===== src/rtl/score_event_sched.sv =====
// Turns scoring events into a train of single-cycle score-register increments,
// arbitrating by fixed priority and tracking the ghost chain and extra life.
module score_event_sched #(
   parameter int unsigned PELLET_PTS = 1,
   parameter int unsigned POWER_PTS  = 5,
   parameter int unsigned FRUIT_PTS  = 10,
   parameter int unsigned GHOST_BASE = 20,
   parameter int unsigned EXTRA_AT   = 1000,
   parameter int unsigned PEND_W     = 4
) (
   input  logic       Clk,
   input  logic       Reset,
   input  logic       clear,
   input  logic       enable,
   input  logic       pellet_eaten,
   input  logic       power_eaten,
   input  logic       ghost_eaten,
   input  logic       fruit_eaten,
   output logic       increment,
   output logic       busy,
   output logic       extra_life,
   output logic [1:0] chain_level
);

   localparam int unsigned AMT_W   = 10;
   localparam int unsigned ISS_W   = 11;
   localparam int unsigned GS_W    = 12;
   localparam int unsigned PW1     = PEND_W + 1;
   localparam int unsigned AMT_MAX = (1 << AMT_W) - 1;

   localparam logic [0:0] IDLE = 1'b0;
   localparam logic [0:0] RUN  = 1'b1;

   logic [0:0]       state, state_d;
   logic [PEND_W-1:0] pellet_pend, pellet_pend_d;
   logic [1:0]       power_pend, power_pend_d;
   logic             fruit_pend, fruit_pend_d;
   logic [AMT_W-1:0] ghost_amt, ghost_amt_d;
   logic [AMT_W-1:0] remaining, remaining_d;
   logic [1:0]       chain_d;
   logic [ISS_W-1:0] issued, issued_d;
   logic             extra_done, extra_done_d;

   logic             g_ghost, g_power, g_fruit, g_pellet;
   logic [PW1-1:0]   pellet_sum;
   logic [2:0]       power_sum;
   logic [GS_W-1:0]  ghost_kept, ghost_add, ghost_sum;

   // State register and all counters
   always_ff @(posedge Clk or posedge Reset) begin
      if (Reset) begin
         state       <= IDLE;
         pellet_pend <= '0;
         power_pend  <= '0;
         fruit_pend  <= 1'b0;
         ghost_amt   <= '0;
         remaining   <= '0;
         chain_level <= '0;
         issued      <= '0;
         extra_done  <= 1'b0;
      end else begin
         state       <= state_d;
         pellet_pend <= pellet_pend_d;
         power_pend  <= power_pend_d;
         fruit_pend  <= fruit_pend_d;
         ghost_amt   <= ghost_amt_d;
         remaining   <= remaining_d;
         chain_level <= chain_d;
         issued      <= issued_d;
         extra_done  <= extra_done_d;
      end
   end

   // Next-state, grant, issue and capture logic
   always_comb begin
      state_d      = state;
      remaining_d  = remaining;
      issued_d     = issued;
      extra_done_d = extra_done;
      g_ghost      = 1'b0;
      g_power      = 1'b0;
      g_fruit      = 1'b0;
      g_pellet     = 1'b0;
      increment    = 1'b0;
      extra_life   = 1'b0;

      case (state)
         IDLE: begin
            if (ghost_amt != '0) begin
               g_ghost     = 1'b1;
               remaining_d = ghost_amt;
               state_d     = RUN;
            end else if (power_pend != '0) begin
               g_power     = 1'b1;
               remaining_d = AMT_W'(POWER_PTS);
               state_d     = RUN;
            end else if (fruit_pend) begin
               g_fruit     = 1'b1;
               remaining_d = AMT_W'(FRUIT_PTS);
               state_d     = RUN;
            end else if (pellet_pend != '0) begin
               g_pellet    = 1'b1;
               remaining_d = AMT_W'(PELLET_PTS);
               state_d     = RUN;
            end
         end
         RUN: begin
            if (enable) begin
               increment   = 1'b1;
               remaining_d = remaining - AMT_W'(1);
               if (issued != '1)
                  issued_d = issued + ISS_W'(1);
               if (issued == ISS_W'(EXTRA_AT - 1) && !extra_done) begin
                  extra_life   = 1'b1;
                  extra_done_d = 1'b1;
               end
               if (remaining == AMT_W'(1))
                  state_d = IDLE;
            end
         end
         default: state_d = IDLE;
      endcase

      // Capture combines with a same-cycle grant so no event is lost
      pellet_sum    = {1'b0, pellet_pend} - PW1'(g_pellet) + PW1'(pellet_eaten);
      pellet_pend_d = pellet_sum[PW1-1] ? '1 : pellet_sum[PEND_W-1:0];
      power_sum     = {1'b0, power_pend} - 3'(g_power) + 3'(power_eaten);
      power_pend_d  = power_sum[2] ? 2'b11 : power_sum[1:0];
      fruit_pend_d  = (fruit_pend & ~g_fruit) | fruit_eaten;

      ghost_kept  = g_ghost ? '0 : GS_W'(ghost_amt);
      ghost_add   = ghost_eaten ? (GS_W'(GHOST_BASE) << chain_level) : '0;
      ghost_sum   = ghost_kept + ghost_add;
      ghost_amt_d = (ghost_sum > GS_W'(AMT_MAX)) ? '1 : ghost_sum[AMT_W-1:0];

      // Ghost scores with the old level before a same-cycle power restart
      chain_d = chain_level;
      if (power_eaten)
         chain_d = 2'd0;
      else if (ghost_eaten && chain_level != 2'd3)
         chain_d = chain_level + 2'd1;

      if (clear) begin
         state_d       = IDLE;
         pellet_pend_d = '0;
         power_pend_d  = '0;
         fruit_pend_d  = 1'b0;
         ghost_amt_d   = '0;
         remaining_d   = '0;
         chain_d       = '0;
         issued_d      = '0;
         extra_done_d  = 1'b0;
      end
   end

   assign busy = (state == RUN) | (pellet_pend != '0) | (power_pend != '0) |
                 fruit_pend | (ghost_amt != '0);

endmodule


===== config.mk =====
export PLATFORM = sky130hd
export DESIGN_NAME = score_event_sched
export DESIGN_NICKNAME = d
export VERILOG_FILES = /design/src/rtl/score_event_sched.sv
export SDC_FILE = /design/constraint.sdc
export NUM_CORES = 1
export LEC_CHECK = 0
export CELL_PAD_IN_SITES_DETAIL_PLACEMENT = 1
export CELL_PAD_IN_SITES_GLOBAL_PLACEMENT = 1
export CORE_UTILIZATION = 49
export CTS_BUF_LIST = sky130_fd_sc_hd__clkbuf_8
export CTS_CLUSTER_SIZE = 20
export DETAILED_ROUTE_END_ITERATION = 6
export PLACE_DENSITY_LB_ADDON = 0.05
export SYNTH_ARGS = -nofsm -noshare
export SYNTH_HDL_FRONTEND = slang
export SYNTH_SLANG_ARGS = --single-unit

===== constraint.sdc =====
create_clock -name Clk -period 3.9 [get_ports Clk]
set_input_delay 0.975 -clock Clk [delete_from_list [all_inputs] [get_ports Clk]]
set_output_delay 0.975 -clock Clk [all_outputs]
set_load 0.02 [all_outputs]

=== Word-level counts from Yosys, hierarchy flattened ===
Index checks and enable logic that the tools add are counted.

* Flip-flop bits (word level): 42

* Shift operators: 1
* Magnitude comparators: 1
* Multiplexer cells: 53
* Equal/unequal tests: 6
* Add/subtract/negate cells: 8
* Bitwise gates (word level): 8
* Reduce and logical (&&, ||, !) cells: 14

{| class="wikitable"
|+ Operators with widths
! cell !! number
|-
| 10-bit two-way mux || 9
|-
| 11-bit two-way mux || 4
|-
| 1-bit two-way mux || 30
|-
| 10-bit case mux with 2 select lines || 1
|-
| 10-bit by 12-bit adder with 12-bit output || 1
|-
| 12-bit by 10-bit > comparator with 1-bit output, second input constant || 1
|-
| 12-bit two-way mux || 1
|-
| 5-bit by 2-bit left shift with 12-bit output, first input constant || 1
|-
| 11-bit by 1-bit adder with 11-bit output, second input constant || 1
|-
| 11-bit by 10-bit == test with 1-bit output, second input constant || 1
|-
| 11-bit inequality test, second input constant || 1
|-
| 10-bit by 1-bit == test with 1-bit output, second input constant || 1
|-
| 2-bit two-way mux || 5
|-
| 10-bit nonzero test || 1
|-
| 2-bit nonzero test || 5
|-
| 10-bit by 1-bit subtractor with 10-bit output, second input constant || 1
|-
| 4-bit two-way mux || 2
|-
| 6-bit inequality test, second input constant || 1
|-
| 3-bit AND reduction || 2
|-
| 5-bit by 1-bit adder with 5-bit output || 1
|-
| 1-bit OR || 5
|-
| 4-bit by 1-bit subtractor with 5-bit output || 1
|-
| 4-bit nonzero test || 1
|-
| 3-bit by 1-bit adder with 3-bit output || 1
|-
| 11 further kinds || 13
|}

=== Longest topological paths before layout ===
Gate-level depths: netlist of the first run.

* Depth after elaboration: 10
* Depth in mapped cells: 14

=== Worst setup path after synthesis of the first run ===
No wires, ideal clock.

* Path kind: input to output
* Start: input enable
* End: output extra_life
* Slack: 980 ps
* Path buffers: 1
* Stages: 4
* Data arrival time: 1,945 ps
* Cell sequence: and2_1 > clkbuf_1 > and2_1 > and4_1

* Longest elaborated chain between the ends: 2

{| class="wikitable"
|+ Ends and longest elaborated chain
! what !! line !! text
|-
| from (decl) || 14 || <nowiki>input logic enable,</nowiki>
|-
| 1-bit two-way mux || 108 || <nowiki>if (enable) begin</nowiki>
|-
| 1-bit two-way mux || 87 || <nowiki>case (state)</nowiki>
|-
| to (decl) || 21 || <nowiki>output logic extra_life,</nowiki>
|}

No other way between the ends.

=== Worst setup path after layout of the first run ===
Same ends and word-level chain as after synthesis.

==> out/results.ini, run 1 <==
[status]
status = finished, final reports clean

[worst_setup_path]
r2r-end = pellet_pend[2]$_DFF_PP0_
worstSetupEndpointType = primary output
reg2reg_depth = 14
r2r_slack_ns = 0.35
critPathKind = in2out
startpoint_type = input pin
crit_fanout = 4
cp_data_required_time_ns = 2.92
crit-reg2reg-launch = ghost_amt[9]$_DFF_PP0_
cp.arrival_ns = 2.60

[routing]
drt_iter0_drc = 151
wire_per_inst_um = 16.5
postRouteAntennaNets = 0
first_pass_iters = 4
route.detailed.drc = 0
vias = 2324
wl_mm = 6.73
via_per_inst = 5.71

[timing]
fmax_ghz = 0.279
finalHoldViolCount = 0
rsz0062_at_grt = false
finalCritPeriodShare = 0.918
drv_slew = 0
period_minus_slack_ns = 3.58
finalSetupTns_ns = 0
tightest_slew_ns = 0.862
holdWs_ns = 0.527
fin_skew_ns = 0.0131
fin_ws_ns = 0.322
finalSetupViolCount = 0
relSlewSlack = 0.422

[synth]
synth.most_common_cell = dfrtp_1
synth_edf_count = 0
netlist-cell-type-count = 57
syn-num-nets = 351
synth_area_leader_cell = dfrtp_1
synthArstFlopShare = 1.00
synth_flop_cell = dfrtp_1
synthCells = 319
synth_common_cells = dfrtp_1, nor2_1, inv_1
syn_area_um2 = 2850
synth_top_area_share = 0.369
synthTopCellsByArea = dfrtp_1, ha_1, nor2_1
yosysWarnings = 0
seq_area_frac_synth = 0.369
synth-seq-cells = 42
syn_area_per_cell_um2 = 8.94

[min_path]
hold_depth = 2
holdCritStartpoint = extra_done$_DFFE_PP0P_
worstHoldPathType = reg2reg
min_to = extra_done$_DFFE_PP0P_

[layout]
finalNetCount = 366
ff_latch_area_um2 = 1050
diodes = 0
drive_gt1_frac = 0.0716
final_area_um2 = 3180
multiInputGateArea_um2 = 1630
area_delta_synth_final_pct = 11.6
fill_cells = 658
instances_no_fill = 407

[clock_tree]
cts_root_buf = clkbuf_8
cts_buffer_depth = 2
post_cts_buffers = 0
cts_buffers = 5
htree_levels = 2
path_clk_slew_ns = 0.09
clk_latency_ns = 0.30
clkSinkCount = 42
postCtsHoldBufs = 0
cts-resized-gates = 0
cts_tree = built

[global_routing]
grtUsageTotal = 0.244
grt_pass1_vias = 2491
antenna_found_initial = 0
overflow = 0
grt_max_degree = 25
grt_first_pass_wirelength_mm = 11.6

[pwr]
p_clk_frac = 0.279
share_comb_of_total_power = 0.366
p_sw_uw = 541
power_density_nw_per_um2 = 485
p_int_uw = 1000
p_sw_frac = 0.350
power_frac_seq = 0.355
p_leak_uw = 0.00144
worst_ir_drop_vdd_uv = 258

[place]
dpl_cell_area_um2 = 3040
post-place-ws_ns = 0.304
placedCellCount = 399
place_congestion = 0.819
dp_hpwl_mm = 5.12
port_buffers = 12

[die]
die_h_um = 78.3
fp.dieW_um = 78.3
fp.coreArea_um2 = 5570
rows = 27
die_area_um2 = 6130
start_util = 0.512
ios = 13

[job]
maxCapViolations = 0

[placed cells by master, fill, tap and decap left out, types with 5 or more instances in the layout]
| cell | Yosys | routed |
|---|---|---|
| a21oi_1 | 25 | 25 |
| and2_1 | 8 | 8 |
| buf_4 | 0 | 6 |
| clkbuf_8 | 2 | 6 |
| clkdlybuf4s50_1 | 0 | 12 |
| dfrtp_1 | 42 | 42 |
| ha_1 | 21 | 21 |
| inv_1 | 27 | 26 |
| nand2_1 | 20 | 20 |
| nand3_1 | 12 | 12 |
| nand4_1 | 5 | 5 |
| nor2_1 | 37 | 37 |
| nor2b_1 | 7 | 7 |
| nor3_1 | 11 | 11 |
| o21ai_0 | 7 | 7 |
| xnor2_1 | 7 | 7 |
| xor2_1 | 11 | 11 |
[power groups by stage]
stage	combinational, uW	clock, uW	sequential [uW]
2_1_floorplan	433	0	541
3_3_place_gp	528	0	554
3_5_place_dp	573	0	555
4_1_cts	578	434	547
5_1_grt	645	452	558
6_report	564	431	548
[metrics by stage]
step | power, uW | util
2_1_floorplan | 974 | -
6_report | 1540 | 0.571
4_1_cts | 1560 | 0.571
3_5_place_dp | 1130 | 0.545
5_1_grt | 1660 | 0.571
3_3_place_gp | 1080 | 0.545
[registers in the layout, summed over array words and instances (netlist names)]
| signal | count |
|---|---|
| issued | 11 |
| ghost_amt | 10 |
| remaining | 10 |
| pellet_pend | 4 |
| chain_level | 2 |
| power_pend | 2 |
| extra_done | 1 |
| fruit_pend | 1 |
| state | 1 |
[worst max-delay path, cell delays in order]
cell             delay, ns
clkdlybuf4s50_1       0.47
and2_1                0.15
and2_1                0.18
and4_1                0.22
clkdlybuf4s50_1       0.60
[cell families (layout without fill, tap and decap cells)]
| kind of cell | after synthesis | in the layout | share of synthesized area |
|---|---|---|---|
| AO/OA/AOI/OAI | 64 | 64 | 0.148 |
| buffers and inverters | 38 | 54 | 0.0601 |
| multiplexers | 4 | 4 | 0.0158 |
| XOR/XNOR | 18 | 18 | 0.0553 |
| flip-flops | 42 | 42 | 0.369 |
| adder cells (fa/ha/maj) | 24 | 24 | 0.113 |
| AND/OR/NAND/NOR | 129 | 129 | 0.239 |
[layer usage]
layer,wire (um),part of all wire,global-route usage
met5,0,0,0
met2,3520,0.52,0.457
met3,120,0.018,0.0407
met4,73,0.011,0.0556
met1,3020,0.45,0.288
[final cells by class]
type,instances,area share
clock buffers,6,0.0259
clock inverters,2,0.0189
inverters,28,0.0330
multi-input cells,239,0.512
flip-flops and latches,42,0.330
well taps,72,0.0283
repair buffers,18,0.0519
[how the worst max path moves through the flow]
stage / start / to / slack [ns] / cells past startpoint
floorplan: enable / extra_life / 0.98 / 4
global placement: enable / extra_life / 0.36 / 5
detailed placement: ghost_amt[9]$_DFF_PP0_ / pellet_pend[1]$_DFF_PP0_ / 0.30 / 14
CTS: ghost_amt[9]$_DFF_PP0_ / pellet_pend[1]$_DFF_PP0_ / 0.30 / 14
global route: ghost_amt[9]$_DFF_PP0_ / pellet_pend[2]$_DFF_PP0_ / 0.13 / 14
finish: enable / extra_life / 0.32 / 5
Power figures use the tool's default switching activity.
==> inputs of run 2 (changes only) <==
--- a/config.mk
+++ b/config.mk
@@ -7,6 +7,7 @@
 export LEC_CHECK = 0
 export CELL_PAD_IN_SITES_DETAIL_PLACEMENT = 1
 export CELL_PAD_IN_SITES_GLOBAL_PLACEMENT = 1
+export CORE_ASPECT_RATIO = 1.25
 export CORE_UTILIZATION = 49
 export CTS_BUF_LIST = sky130_fd_sc_hd__clkbuf_8
 export CTS_CLUSTER_SIZE = 20
==> out/results.ini, run 2 (same netlist as run 1, synthesis figures left out) <==
[status]
status = finished, final reports clean

[die]
start_util = 0.517
die_area_um2 = 6130
ios = 13
fp.dieW_um = 70.2
rows = 30
fp.coreArea_um2 = 5520
die_h_um = 87.3

[place]
port_buffers = 12
dp_hpwl_mm = 5.07
place_congestion = 0.801

[layout]
diodes = 0
layout_commonest_cell = dfrtp_1
multiInputGateArea_um2 = 1630
top_register = issued
layout_common_cells = dfrtp_1, nor2_1, inv_1
finalNetCount = 367
largest_register_ffs = 11
ff_latch_area_um2 = 1050
area_delta_synth_final_pct = 9.87
utilization = 0.568
fill_cells = 664
drive_gt1_frac = 0.0744
reg_top3 = issued: 11 flops, ghost_amt: 10 flops, remaining: 10 flops

[clock_tree]
htree_levels = 2
cts-resized-gates = 0
postCtsHoldBufs = 0
cts_buffer_depth = 2
post_cts_buffers = 0
cts_tree = built
clkSinkCount = 42
clk_latency_ns = 0.31
cts_buffers = 5
path_clk_slew_ns = 0.08
cts_root_buf = clkbuf_8

[timing]
period_minus_slack_ns = 3.58
finalSetupTns_ns = 0
fin_skew_ns = 0.00643
fmax_ghz = 0.280
finalHoldViolCount = 0
finalCritPeriodShare = 0.917
finalSetupViolCount = 0
relSlewSlack = 0.339
tightest_slew_ns = 0.985
rsz0062_at_grt = false
drv_slew = 0

[routing]
first_pass_iters = 4
wire_per_inst_um = 16.5
via_per_inst = 5.84
route.detailed.drc = 0
postRouteAntennaNets = 0
wl_mm = 6.58
vias = 2335
drt_iter0_drc = 93

[worst_setup_path]
r2r_slack_ns = 0.36
cp.arrival_ns = 2.60
r2r-end = pellet_pend[0]$_DFF_PP0_
reg2reg_depth = 14
crit-reg2reg-launch = ghost_amt[6]$_DFF_PP0_
critPathMaxStageDelay_ns = 0.60
crit_slowest_cell = clkdlybuf4s50_1
critPathKind = in2out
worstPathCellList = clkdlybuf4s50_1 > and2_1 > and2_1 > and4_1 > clkdlybuf4s50_1
crit_fanout = 4
startpoint_type = input pin
cp_data_required_time_ns = 2.92
worstSetupEndpointType = primary output

[global_routing]
overflow = 0
grtUsageTotal = 0.241
grt_max_degree = 28
grt_pass1_vias = 2459
grt_first_pass_wirelength_mm = 11.5
antenna_found_initial = 0

[pwr]
worst_ir_drop_vdd_uv = 201
p_leak_uw = 0.00142
power_density_nw_per_um2 = 448

[min_path]
holdCritStartpoint = extra_done$_DFFE_PP0P_
min_to = extra_done$_DFFE_PP0P_
worstHoldPathType = reg2reg
hold_depth = 2

[job]
maxCapViolations = 0

==> run 2: cell types whose count changed in the layout (fill, tap and decap cells not counted) <==
cell and change:
clkinv_2 +1, clkinvlp_4 +1, bufinv_16 -2, buf_4 +1
==> run 2: per-layer routing <==
layer  global-route usage  up-vias  routed length, um
li1                     -     1140                  -
met1                0.273     1163               2710
met2                0.455       25               3590
met3               0.0382        7                169
met4               0.0836        0                112
met5                    0        -                  0
==> run 2: worst max path at each step <==
stage	start	end	slack, ns
finish	enable	extra_life	0.32
global route	ghost_amt[6]$_DFF_PP0_	pellet_pend[0]$_DFF_PP0_	0.07
CTS	enable	extra_life	0.32
detailed placement	enable	extra_life	0.32
global placement	enable	extra_life	0.37
floorplan	enable	extra_life	0.98
==> run 2: critical path: cells and delay by family <==
| family | cells | cell delay [ns] |
|---|---|---|
| buf+inv | 2 | 1.07 |
| simple gates | 3 | 0.55 |
==> run 2: layout make-up <==
type,count,area share
clock inverters,2,0.00399
well taps,64,0.0256
inverters,28,0.0335
flip-flops and latches,42,0.335
multi-input cells,239,0.520
repair buffers,19,0.0551
clock buffers,6,0.0264
==> run 2: power by group <==
part           total, uW  internal (uW)  switching, uW
sequential           548            490           57.7
clock                305            142            163
combinational        549            237            312
==> run 2: metrics by stage <==
step / power, uW / hold WS, ns / area (um2) / std cells / worst slack, ns
global placement: 1080 / 0.511 / 3040 / 392 / 0.367
detailed placement: 1110 / 0.514 / 3040 / 392 / 0.323
floorplan: 974 / 0.468 / 2850 / 319 / 0.980
CTS: 1420 / 0.533 / 3130 / 400 / 0.322
finish: 1400 / 0.518 / 3130 / 400 / 0.324
global route: 1520 / 0.586 / 3130 / 400 / 0.0711
==> inputs of run 3 (changes only) <==
--- a/config.mk
+++ b/config.mk
@@ -13,6 +13,8 @@
 export CTS_CLUSTER_SIZE = 20
 export DETAILED_ROUTE_END_ITERATION = 6
 export PLACE_DENSITY_LB_ADDON = 0.05
+export SKIP_CTS_REPAIR_TIMING = 1
+export SKIP_LAST_GASP = 1
 export SYNTH_ARGS = -nofsm -noshare
 export SYNTH_HDL_FRONTEND = slang
 export SYNTH_SLANG_ARGS = --single-unit
==> results of run 3 <==
The final DEF is identical to that of run 2; final timing and power are the same.
